[src/rtl/sync_edge_filter_if.sv]
// Bundle of the filter's data-side signals.
//   sig_b    : synchronized input level (master -> slave)
//   clr_cnt  : synchronous clear of the rise counter (master -> slave)
//   level_q  : deglitched level (slave -> master)
//   rise_p   : one-cycle pulse on accepted 0->1 (slave -> master)
//   fall_p   : one-cycle pulse on accepted 1->0 (slave -> master)
//   edge_cnt : saturating count of accepted rises (slave -> master)
//   cnt_sat  : high while edge_cnt is all-ones (slave -> master)
interface sync_edge_filter_if #(
    parameter int unsigned CNT_WIDTH = 8
);
    logic                 sig_b;
    logic                 clr_cnt;
    logic                 level_q;
    logic                 rise_p;
    logic                 fall_p;
    logic [CNT_WIDTH-1:0] edge_cnt;
    logic                 cnt_sat;

    modport master (
        output sig_b, clr_cnt,
        input  level_q, rise_p, fall_p, edge_cnt, cnt_sat
    );

    modport slave (
        input  sig_b, clr_cnt,
        output level_q, rise_p, fall_p, edge_cnt, cnt_sat
    );
endinterface

[src/rtl/sync_edge_filter.sv]
// Deglitching level filter with edge pulses and a saturating rise counter.
// A level change is accepted only after FILT_CYCLES consecutive equal samples.
//   clk_b : sole clock, rising edge
//   rst_b : synchronous, active-high reset
//   bus   : sync_edge_filter_if.slave (sig_b, clr_cnt in; level_q, rise_p,
//           fall_p, edge_cnt, cnt_sat out, all registered)
module sync_edge_filter #(
    parameter int unsigned FILT_CYCLES = 4,
    parameter int unsigned CNT_WIDTH   = 8
) (
    input  logic              clk_b,
    input  logic              rst_b,
    sync_edge_filter_if.slave bus
);
    localparam int unsigned FW = 8;
    localparam logic [FW-1:0]        FILT_LAST = FW'(FILT_CYCLES - 1);
    localparam logic [CNT_WIDTH-1:0] CNT_MAX   = '1;

    typedef enum logic [1:0] {
        STABLE_LO = 2'd0,
        QUAL_HI   = 2'd1,
        STABLE_HI = 2'd2,
        QUAL_LO   = 2'd3
    } state_t;

    state_t               state;
    logic [FW-1:0]        filt_cnt;
    logic                 level;
    logic                 rise;
    logic                 fall;
    logic [CNT_WIDTH-1:0] cnt;
    logic                 sat;
    logic [CNT_WIDTH-1:0] cnt_base_c;
    logic [CNT_WIDTH-1:0] cnt_next_c;

    // Clear first, then count the rise pulse currently on the output.
    always_comb begin
        cnt_base_c = bus.clr_cnt ? '0 : cnt;
        cnt_next_c = cnt_base_c;
        if (rise && (cnt_base_c != CNT_MAX)) begin
            cnt_next_c = cnt_base_c + CNT_WIDTH'(1);
        end
    end

    // Qualification FSM, pulses and rise counter.
    always_ff @(posedge clk_b) begin
        if (rst_b) begin
            state    <= STABLE_LO;
            filt_cnt <= '0;
            level    <= 1'b0;
            rise     <= 1'b0;
            fall     <= 1'b0;
            cnt      <= '0;
            sat      <= 1'b0;
        end else begin
            rise <= 1'b0;
            fall <= 1'b0;
            case (state)
                STABLE_LO: begin
                    if (bus.sig_b) begin
                        // A one-sample filter accepts immediately.
                        if (FILT_CYCLES == 1) begin
                            state    <= STABLE_HI;
                            level    <= 1'b1;
                            rise     <= 1'b1;
                            filt_cnt <= '0;
                        end else begin
                            state    <= QUAL_HI;
                            filt_cnt <= FW'(1);
                        end
                    end
                end
                QUAL_HI: begin
                    if (!bus.sig_b) begin
                        state    <= STABLE_LO;
                        filt_cnt <= '0;
                    end else if (filt_cnt == FILT_LAST) begin
                        state    <= STABLE_HI;
                        level    <= 1'b1;
                        rise     <= 1'b1;
                        filt_cnt <= '0;
                    end else begin
                        filt_cnt <= filt_cnt + FW'(1);
                    end
                end
                STABLE_HI: begin
                    if (!bus.sig_b) begin
                        if (FILT_CYCLES == 1) begin
                            state    <= STABLE_LO;
                            level    <= 1'b0;
                            fall     <= 1'b1;
                            filt_cnt <= '0;
                        end else begin
                            state    <= QUAL_LO;
                            filt_cnt <= FW'(1);
                        end
                    end
                end
                QUAL_LO: begin
                    if (bus.sig_b) begin
                        state    <= STABLE_HI;
                        filt_cnt <= '0;
                    end else if (filt_cnt == FILT_LAST) begin
                        state    <= STABLE_LO;
                        level    <= 1'b0;
                        fall     <= 1'b1;
                        filt_cnt <= '0;
                    end else begin
                        filt_cnt <= filt_cnt + FW'(1);
                    end
                end
                default: begin
                    state    <= STABLE_LO;
                    filt_cnt <= '0;
                    level    <= 1'b0;
                end
            endcase
            cnt <= cnt_next_c;
            sat <= (cnt_next_c == CNT_MAX);
        end
    end

    assign bus.level_q  = level;
    assign bus.rise_p   = rise;
    assign bus.fall_p   = fall;
    assign bus.edge_cnt = cnt;
    assign bus.cnt_sat  = sat;
endmodule

[src/flat_wrapper.sv]
// flat-port wrapper written by rule: the top's interface ports become plain ports
module sync_edge_filter_flat 
#(
    parameter int unsigned FILT_CYCLES = 4,
    parameter int unsigned CNT_WIDTH   = 8
)
  (clk_b, rst_b, bus_sig_b, bus_clr_cnt, bus_level_q, bus_rise_p, bus_fall_p, bus_edge_cnt, bus_cnt_sat);
  sync_edge_filter_if #(.CNT_WIDTH(CNT_WIDTH)) bus_i ();
  input  logic clk_b;
  input  logic rst_b;
  input wire logic [$bits(bus_i.sig_b)-1:0] bus_sig_b;
  input wire logic [$bits(bus_i.clr_cnt)-1:0] bus_clr_cnt;
  output wire logic [$bits(bus_i.level_q)-1:0] bus_level_q;
  output wire logic [$bits(bus_i.rise_p)-1:0] bus_rise_p;
  output wire logic [$bits(bus_i.fall_p)-1:0] bus_fall_p;
  output wire logic [$bits(bus_i.edge_cnt)-1:0] bus_edge_cnt;
  output wire logic [$bits(bus_i.cnt_sat)-1:0] bus_cnt_sat;
  assign bus_i.sig_b = bus_sig_b;
  assign bus_i.clr_cnt = bus_clr_cnt;
  assign bus_level_q = bus_i.level_q;
  assign bus_rise_p = bus_i.rise_p;
  assign bus_fall_p = bus_i.fall_p;
  assign bus_edge_cnt = bus_i.edge_cnt;
  assign bus_cnt_sat = bus_i.cnt_sat;
  sync_edge_filter #(.FILT_CYCLES(FILT_CYCLES), .CNT_WIDTH(CNT_WIDTH)) u_core (.clk_b(clk_b), .rst_b(rst_b), .bus(bus_i));
endmodule
[config.mk]
export PLATFORM = sky130hd
export DESIGN_NAME = sync_edge_filter_flat
export DESIGN_NICKNAME = d
export VERILOG_FILES = /design/src/rtl/sync_edge_filter_if.sv /design/src/rtl/sync_edge_filter.sv /design/src/flat_wrapper.sv
export SDC_FILE = /design/constraint.sdc
export NUM_CORES = 1
export LEC_CHECK = 0
export ABC_AREA = 1
export BUFFER_PORTS_ARGS = -buffer_cell sky130_fd_sc_hd__buf_2
export CAP_MARGIN = 5
export CORE_MARGIN = 2
export CORE_UTILIZATION = 55
export DETAILED_ROUTE_END_ITERATION = 8
export GPL_ROUTABILITY_DRIVEN = 0
export PLACE_DENSITY_LB_ADDON = 0.08
export SYNTH_ARGS = -nofsm -noshare
export SYNTH_HDL_FRONTEND = slang
export SYNTH_SLANG_ARGS = --single-unit
[constraint.sdc]
create_clock -name clk_b -period 3.8 [get_ports clk_b]
set_input_delay 0.19 -clock clk_b [delete_from_list [all_inputs] [get_ports clk_b]]
set_output_delay 0.19 -clock clk_b [all_outputs]
set_load 0.02 [all_outputs]
**Yosys cells after proc, flatten, opt, wreduce, memory -nomap -nowiden**

Index checks and enable logic that the tools add are counted.

- Equal/unequal tests: 14
- $add $sub $neg: 2
- Reduce and logical (&&, ||, !) cells: 8
- Bitwise gates (word level): 3
- Muxes and demuxes: 21

Operator list:

| operator | number |
|---|---|
| two-way mux 8 bit | 7 |
| one-hot mux 8 bit (4 select lines) | 1 |
| adder 8 x 1 -> 8 bit (second input constant) | 2 |
| two-way mux 2 bit | 6 |
| equality test 8 x 2 -> 1 bit (second input constant) | 1 |
| equality test 8 bit (second input constant) | 1 |
| != test 2 bit (second input constant) | 4 |
| != test 8 bit (second input constant) | 1 |
| one-hot mux 2 bit (4 select lines) | 1 |
| != test 3 x 2 -> 1 bit (second input constant) | 2 |
| OR reduction 3 bit | 2 |
| two-way mux 1 bit | 5 |
| AND reduction 5 bit | 1 |
| equality test 2 bit (second input constant) | 2 |
| != test 2 x 1 -> 1 bit (second input constant) | 2 |
| AND reduction 4 bit | 1 |
| inverter 1 bit | 3 |
| equality test 2 x 1 -> 1 bit (second input constant) | 1 |
| logical NOT 2 bit | 1 |
| one-hot mux 1 bit (2 select lines) | 1 |
| AND reduction 2 bit | 1 |
| nonzero test 2 bit | 1 |
| logical AND 1 bit | 1 |

- Output and inout bits: 12
- Register bits: 22

**Longest topological paths before layout**

Gate-level depths: netlist (run 1).

- Depth in word-level cells: 5
- Gate-level depth with buffers: 10

**Worst setup path after synthesis (run 1)**

Ideal clock, no wire load.

- Path kind: flip-flop to flip-flop
- From: register u_core.cnt[1], in the netlist u_core.bus.edge_cnt[1]
- To: register u_core.sat, in the netlist u_core.bus.cnt_sat
- Clock period less this slack: 1.327 ns
- Data required time: 3.682 ns
- Slack: 2.473 ns
- Arrival time: 1.209 ns
- Stages on the path, launching flop included: 8
- Setup time: 0.118 ns
- Path buffers: 0
- Cells stage by stage: dfxtp_1 nand3_4 nor2_4 nand3_1 nor2_2 nand2_1 o21ai_2 nor3_2

- Longest elaborated chain between the ends: 5

Ends and longest elaborated chain:

| what | RTL line | text |
|---|---|---|
| start: declaration | sync_edge_filter.sv:31 | `logic [CNT_WIDTH-1:0] cnt;` |
| start signal: assignment | sync_edge_filter.sv:118 | `cnt <= cnt_next_c;` |
| two-way mux 8 bit * | sync_edge_filter.sv:38 | `cnt_base_c = bus.clr_cnt ? '0 : cnt;` |
| parallel branches: the longest is 2 deep, another holds adder 8 x 1 -> 8 bit | -- |  |
| two-way mux 8 bit * | sync_edge_filter.sv:40 | `if (rise && (cnt_base_c != CNT_MAX)) begin` |
| equality test 8 bit * | sync_edge_filter.sv:119 | `sat <= (cnt_next_c == CNT_MAX);` |
| end signal: assignment | sync_edge_filter.sv:119 |  |
| end: declaration | sync_edge_filter.sv:32 | `logic sat;` |

Mark *: on every way between the ends.
A chain may end at the register's enable or synchronous reset.

==> results of run 1 <==
==> state kept, by name (all words and copies together) (netlist names), named ones only <==
register,count
u_core.bus.cnt_sat,1
u_core.filt_cnt,8
u_core.bus.fall_p,1
u_core.state,1
u_core.bus.edge_cnt,8
u_core.bus.level_q,1
u_core.bus.rise_p,1
==> final timing paths <==
check / slack [ps] / end / depth (start not counted)
setup / recovery: 2280 / flop / 7
hold / removal: 150 / flop / 3
setup reg to reg: 2280 / flop / 7
hold reg to reg: 470 / u_core.filt_cnt[7]$_SDFFE_PP0P_ / 2
==> power breakdown <==
group          switching [uW]  leakage, uW  internal (uW)  total (uW)
logic                    25.1     0.000345           10.1        35.2
clock network            69.6    0.0000210           58.6         128
registers                6.18     0.000178            236         242
total                     101     0.000544            305         406
==> area by class of cell <==
type / instances / area (sq um)
tap: 27 / 33.8
timing repair buffer: 15 / 75.1
multi-input combinational: 117 / 612
fill: 192 / 679
inverter: 22 / 85.1
sequential: 22 / 440
clock buffer: 4 / 36.3
==> routing by layer <==
layer,GRT usage,up-vias,part of all wire,routed length (um)
li1,-,556,-,-
met1,0.228,469,0.43,998
met2,0.402,15,0.53,1250
met3,0.0182,5,0.021,49
met4,0.0833,0,0.017,39
met5,0,-,0,0
==> critical path, stage by stage (launching register included) <==
cell and delay, ps:
dfxtp_1 380, ha_1 240, nand2_1 100, nor2_1 70
a21oi_2 280, nor2_1 130, o21ai_0 170, a21oi_1 60
==> synthesized netlist by cell type, drive strengths merged <==
library cell	count
nor4	1
o21ai	7
o21bai	1
clkbuf	2
nor3	5
nand4	3
ha	2
nand3	14
dfxtp	22
nand3b	1
nor2	23
and2	1
a21boi	2
inv	22
o22ai	1
a21oi	11
a31o	2
xor2	2
buf	1
nand2	41
==> cell families after synthesis <==
family	after synthesis
AO/OA/AOI/OAI	24
AND/OR/NAND/NOR	89
flip-flops	22
adder cells (fa/ha/maj)	2
buffers and inverters	25
XOR/XNOR	2
==> through the flow <==
| stage | worst slack, ps | utilization | total power (uW) | std cells |
|---|---|---|---|---|
| 3_3_place_gp | 2370 | 0.635 | 281 | 203 |
| 5_1_grt | 2090 | 0.654 | 427 | 207 |
| 3_5_place_dp | 2300 | 0.635 | 283 | 203 |
| 6_report | 2280 | 0.654 | 406 | 207 |
| 2_1_floorplan | 2470 | - | 272 | 164 |
| 4_1_cts | 2280 | 0.654 | 411 | 207 |
==> impl_metrics.py, run 1 <==
metrics = {
    "sta": {
        "rsz0062_at_grt": "no",
        "finalCriticalPeriod_ps": 1520,
        "setup_viol": 0,
        "fin_skew_ps": 4.08,
        "fin_hold_ws_ps": 149,
        "timing.final.crit_share": 0.401,
        "finalHoldViolCount": 0,
        "tns_ps": 0,
        "slew_violations": 0,
        "timing.slew.headroom": 0.773,
        "tightest_slew_ps": 341,
        "clock.fmax_ghz": 0.657,
    },
    "pwr": {
        "vdd_drop_max_v": 0.000315,
        "powerDensity_nw_per_um2": 316,
        "leakage_uw": 0.000544,
    },
    "synth": {
        "synth_xor_area_frac": 0.0152,
        "post_synth_and_or_nand_nor_area_fraction": 0.367,
        "synth_area_sq_um": 1150,
        "syn_area_per_cell_sq_um": 7.01,
        "yosysSeqAreaShare": 0.383,
        "yosysWarnings": 0,
        "synthAdderAreaFrac": 0.0218,
        "synth.top_cell.area_share": 0.383,
        "synth_cell_types": 32,
        "postSynthNetCount": 170,
        "muxShareOfSynthArea": 0,
        "synth_compound_area_frac": 0.128,
        "syn_inst": 164,
        "synth_top_cell_by_area": "dfxtp_1",
        "ys_seq_elements": 22,
        "synth_top_family_by_area": "simple AND/OR/NAND/NOR gates",
        "synthTopCellsByArea": "dfxtp_1 38%, nand2_1 12%, inv_1 6.5%, nor2_1 6.5%, nand3_1 4.8%",
    },
    "grt": {
        "grt_pass1_vias": 933,
        "grt_pass1_wl_um": 3940,
        "antenna_found_initial": 0,
        "grt-ovfl-total": 0,
        "grt_max_degree": 19,
        "grt_use_total": 0.208,
    },
    "layout": {
        "final_nets": 187,
        "design_area_sq_um": 1280,
        "final_common_cell": "nand2_1",
        "drive_above_1_share": 0.200,
        "mostFrequentLayoutCells": "38 x nand2_1, 22 x dfxtp_1, 20 x inv_1, 20 x nor2_1, 15 x buf_2",
        "num_antenna_cells": 0,
        "synthToLayoutAreaGrowth_pct": 11.5,
    },
    "cts": {
        "cts.sink_count": 22,
        "clk_path_buf_depth": 2,
        "post-cts-setup-buffers": 0,
        "cts_root_buffer": "clkbuf_4",
        "cts_inserted_buffers": 3,
        "h-tree-depth": 1,
        "clkTransAtPathRegs_ps": 110,
        "cts_resized": 0,
        "hold_buffers": 0,
        "cts_tree": "yes",
        "clk_latency_ps": 310,
    },
    "floorplanning": {
        "die_h_um": 49.7,
        "core_area_sq_um": 1960,
        "dieArea_sq_um": 2470,
        "ios": 16,
        "rows": 16,
        "start_util": 0.586,
        "die_w_um": 49.7,
    },
    "worst_setup_path": {
        "path_class": "reg2reg",
        "cp.required_ps": 4000,
        "critPathLaunchType": "flop",
        "arrival_ps": 1720,
        "endpoint_kind": "flop",
        "crit_fanout": 7,
        "startpoint": "u_core.filt_cnt[0]$_SDFFE_PP0P_",
        "r2r_start": "u_core.filt_cnt[0]$_SDFFE_PP0P_",
    },
    "detailed_routing": {
        "vias": 1045,
        "route.detailed.drc": 0,
        "ant_nets": 0,
        "vias_per_cell": 5.05,
        "routed_wl_um": 2330,
        "first_pass_iters": 4,
        "drtIter0Drc": 22,
        "wl_per_cell_um": 11.3,
    },
    "flow_run": {
        "maxCapViolCount": 0,
    },
    "hold_path": {
        "min_from": "bus_sig_b",
        "hold_path_class": "in2reg",
    },
    "placement": {
        "dp_hpwl_um": 1810,
        "dpl_cell_area_sq_um": 1250,
        "io_buffers": 15,
    },
    "run_status": {
        "outcome": "finished clean",
    },
}
No activity file was read; power rests on OpenSTA's default activity.
==> inputs of run 2 (changes only) <==
==> constraint.sdc (replaced) <==
create_clock -name clk_b -period 1.5 [get_ports clk_b]
set_input_delay 0.075 -clock clk_b [delete_from_list [all_inputs] [get_ports clk_b]]
set_output_delay 0.075 -clock clk_b [all_outputs]
set_load 0.02 [all_outputs]
==> run 2 against run 1 <==
Combinational power rose to 3.1 times the previous value. Global-route usage is 0.15 points lower. Die area stayed put. Register-to-register slack got worse by 2100 ps. Maximum frequency is 12% higher. Sequential power rose to 2.5 times the previous value. Non-clock buffer count up 1. Critical path depth stayed put. Worst hold slack got worse by 110 ps. Wire length up 2.0%.
==> impl_metrics.py, run 2 (same netlist as run 1, synthesis figures left out) <==
metrics = {
    "worst_setup_path": {
        "arrival_ps": 1600,
        "r2r_cells": 7,
        "endpoint_kind": "flop",
        "r2r_start": "u_core.filt_cnt[1]$_SDFFE_PP0P_",
        "path_class": "reg2reg",
        "regToRegSetupSlack_ps": 140,
        "critPathLaunchType": "flop",
        "cp.required_ps": 1740,
        "crit_fanout": 7,
    },
    "grt": {
        "grt_pass1_vias": 1003,
        "grt_use_total": 0.206,
        "grt-ovfl-total": 0,
        "antenna_found_initial": 0,
        "grt_pass1_wl_um": 3950,
        "grt_max_degree": 19,
    },
    "layout": {
        "fill_cells": 186,
        "mostFrequentLayoutCells": "38 x nand2_1, 21 x dfxtp_1, 20 x inv_1",
        "num_antenna_cells": 0,
        "stdcell_count": 207,
        "final_common_cell": "nand2_1",
        "design_area_sq_um": 1290,
        "drive_above_1_share": 0.222,
        "final_nets": 188,
        "final_core_util": 0.660,
        "synthToLayoutAreaGrowth_pct": 12.6,
    },
    "placement": {
        "io_buffers": 15,
        "dp_hpwl_um": 1800,
        "dpl_cell_area_sq_um": 1250,
        "dp.cells": 204,
    },
    "hold_path": {
        "hold_path_class": "in2reg",
        "min_path_cells": 3,
        "min_from": "bus_sig_b",
    },
    "cts": {
        "cts_tree": "yes",
        "clkTransAtPathRegs_ps": 110,
        "post-cts-setup-buffers": 0,
        "cts_inserted_buffers": 3,
        "clk_path_buf_depth": 2,
        "cts.sink_count": 22,
        "clk_latency_ps": 300,
        "cts_root_buffer": "clkbuf_4",
        "h-tree-depth": 1,
        "hold_buffers": 0,
    },
    "sta": {
        "slew_violations": 0,
        "timing.slew.headroom": 0.747,
        "clock.fmax_ghz": 0.734,
        "timing.final.crit_share": 0.908,
        "fin_skew_ps": 1.98,
        "finalHoldViolCount": 0,
        "fin_hold_ws_ps": 41.8,
        "tns_ps": 0,
        "finalCriticalPeriod_ps": 1360,
        "tightest_slew_ps": 376,
        "setup_viol": 0,
    },
    "detailed_routing": {
        "ant_nets": 0,
        "vias_per_cell": 5.26,
        "vias": 1088,
        "route.detailed.drc": 0,
        "wl_per_cell_um": 11.5,
        "first_pass_iters": 4,
        "routed_wl_um": 2380,
        "drtIter0Drc": 22,
    },
    "pwr": {
        "vdd_drop_max_v": 0.000640,
        "leakage_uw": 0.000543,
        "powerDensity_nw_per_um2": 752,
    },
    "flow_run": {
        "maxCapViolCount": 0,
    },
    "floorplanning": {
        "rows": 16,
        "dieArea_sq_um": 2470,
        "ios": 16,
        "core_area_sq_um": 1960,
        "start_util": 0.586,
        "die_h_um": 49.7,
        "die_w_um": 49.7,
    },
    "run_status": {
        "outcome": "finished clean",
    },
}
[run 2: cell count changes in the layout (fill, tap and decap cells not counted), sizes merged]
cell    previous run  this run
clkbuf             4         3
buf               15        16
[run 2: layer usage]
metal	part of all wire	track usage
met2	0.52	0.360
met3	0.034	0.0273
met5	0	0
met4	0.024	0.116
met1	0.43	0.241
[run 2: timing repair]
item,4_1_cts,5_1_grt
resized for setup,0,5
endpoints found under the setup margin,0,5
endpoints found under the hold margin,0,0
[run 2: worst max path at each step]
stage,end,startpoint,slack (ps),depth (start not counted)
final,flop,u_core.filt_cnt[1]$_SDFFE_PP0P_,140,7
after global routing,flop,u_core.filt_cnt[1]$_SDFFE_PP0P_,-0.9,7
after CTS,flop,u_core.filt_cnt[1]$_SDFFE_PP0P_,2,7
after detailed placement,flop,u_core.filt_cnt[1]$_SDFFE_PP0P_,30,7
after global placement,flop,u_core.filt_cnt[1]$_SDFFE_PP0P_,120,7
after floorplan,u_core.bus.cnt_sat$_SDFF_PP0_,u_core.bus.edge_cnt[1]$_SDFF_PP0_,170,7
[run 2: layout make-up]
cell class | instances | area [sq um] | area share
timing repair buffer | 16 | 82.6 | 0.0638
clock buffer | 3 | 22.5 | 0.0174
inverter | 22 | 85.1 | 0.0657
tap | 27 | 33.8 | 0.0261
multi-input combinational | 117 | 629 | 0.486
sequential | 22 | 442 | 0.341
[run 2: worst max-delay path, stage by stage, from the launching register on]
cell and delay [ps]:
dfxtp_2 380, ha_1 190, nand2_1 90, nor2_2 190, a21oi_4 80, nor2_2 150
o21ai_0 100, a21oi_1 120
[run 2: through the flow]
stage | power (uW) | setup WS, ps
global placement | 718 | 119
CTS | 977 | 2.20
detailed placement | 722 | 26.4
global route | 1030 | -0.868
floorplan | 689 | 173
finish | 974 | 139
[run 2: where the power goes]
part	internal, uW	switching [uW]	total (uW)
sequential	598	10.1	608
combinational	34.6	74.6	109
clock	93.7	163	257
total	726	247	974
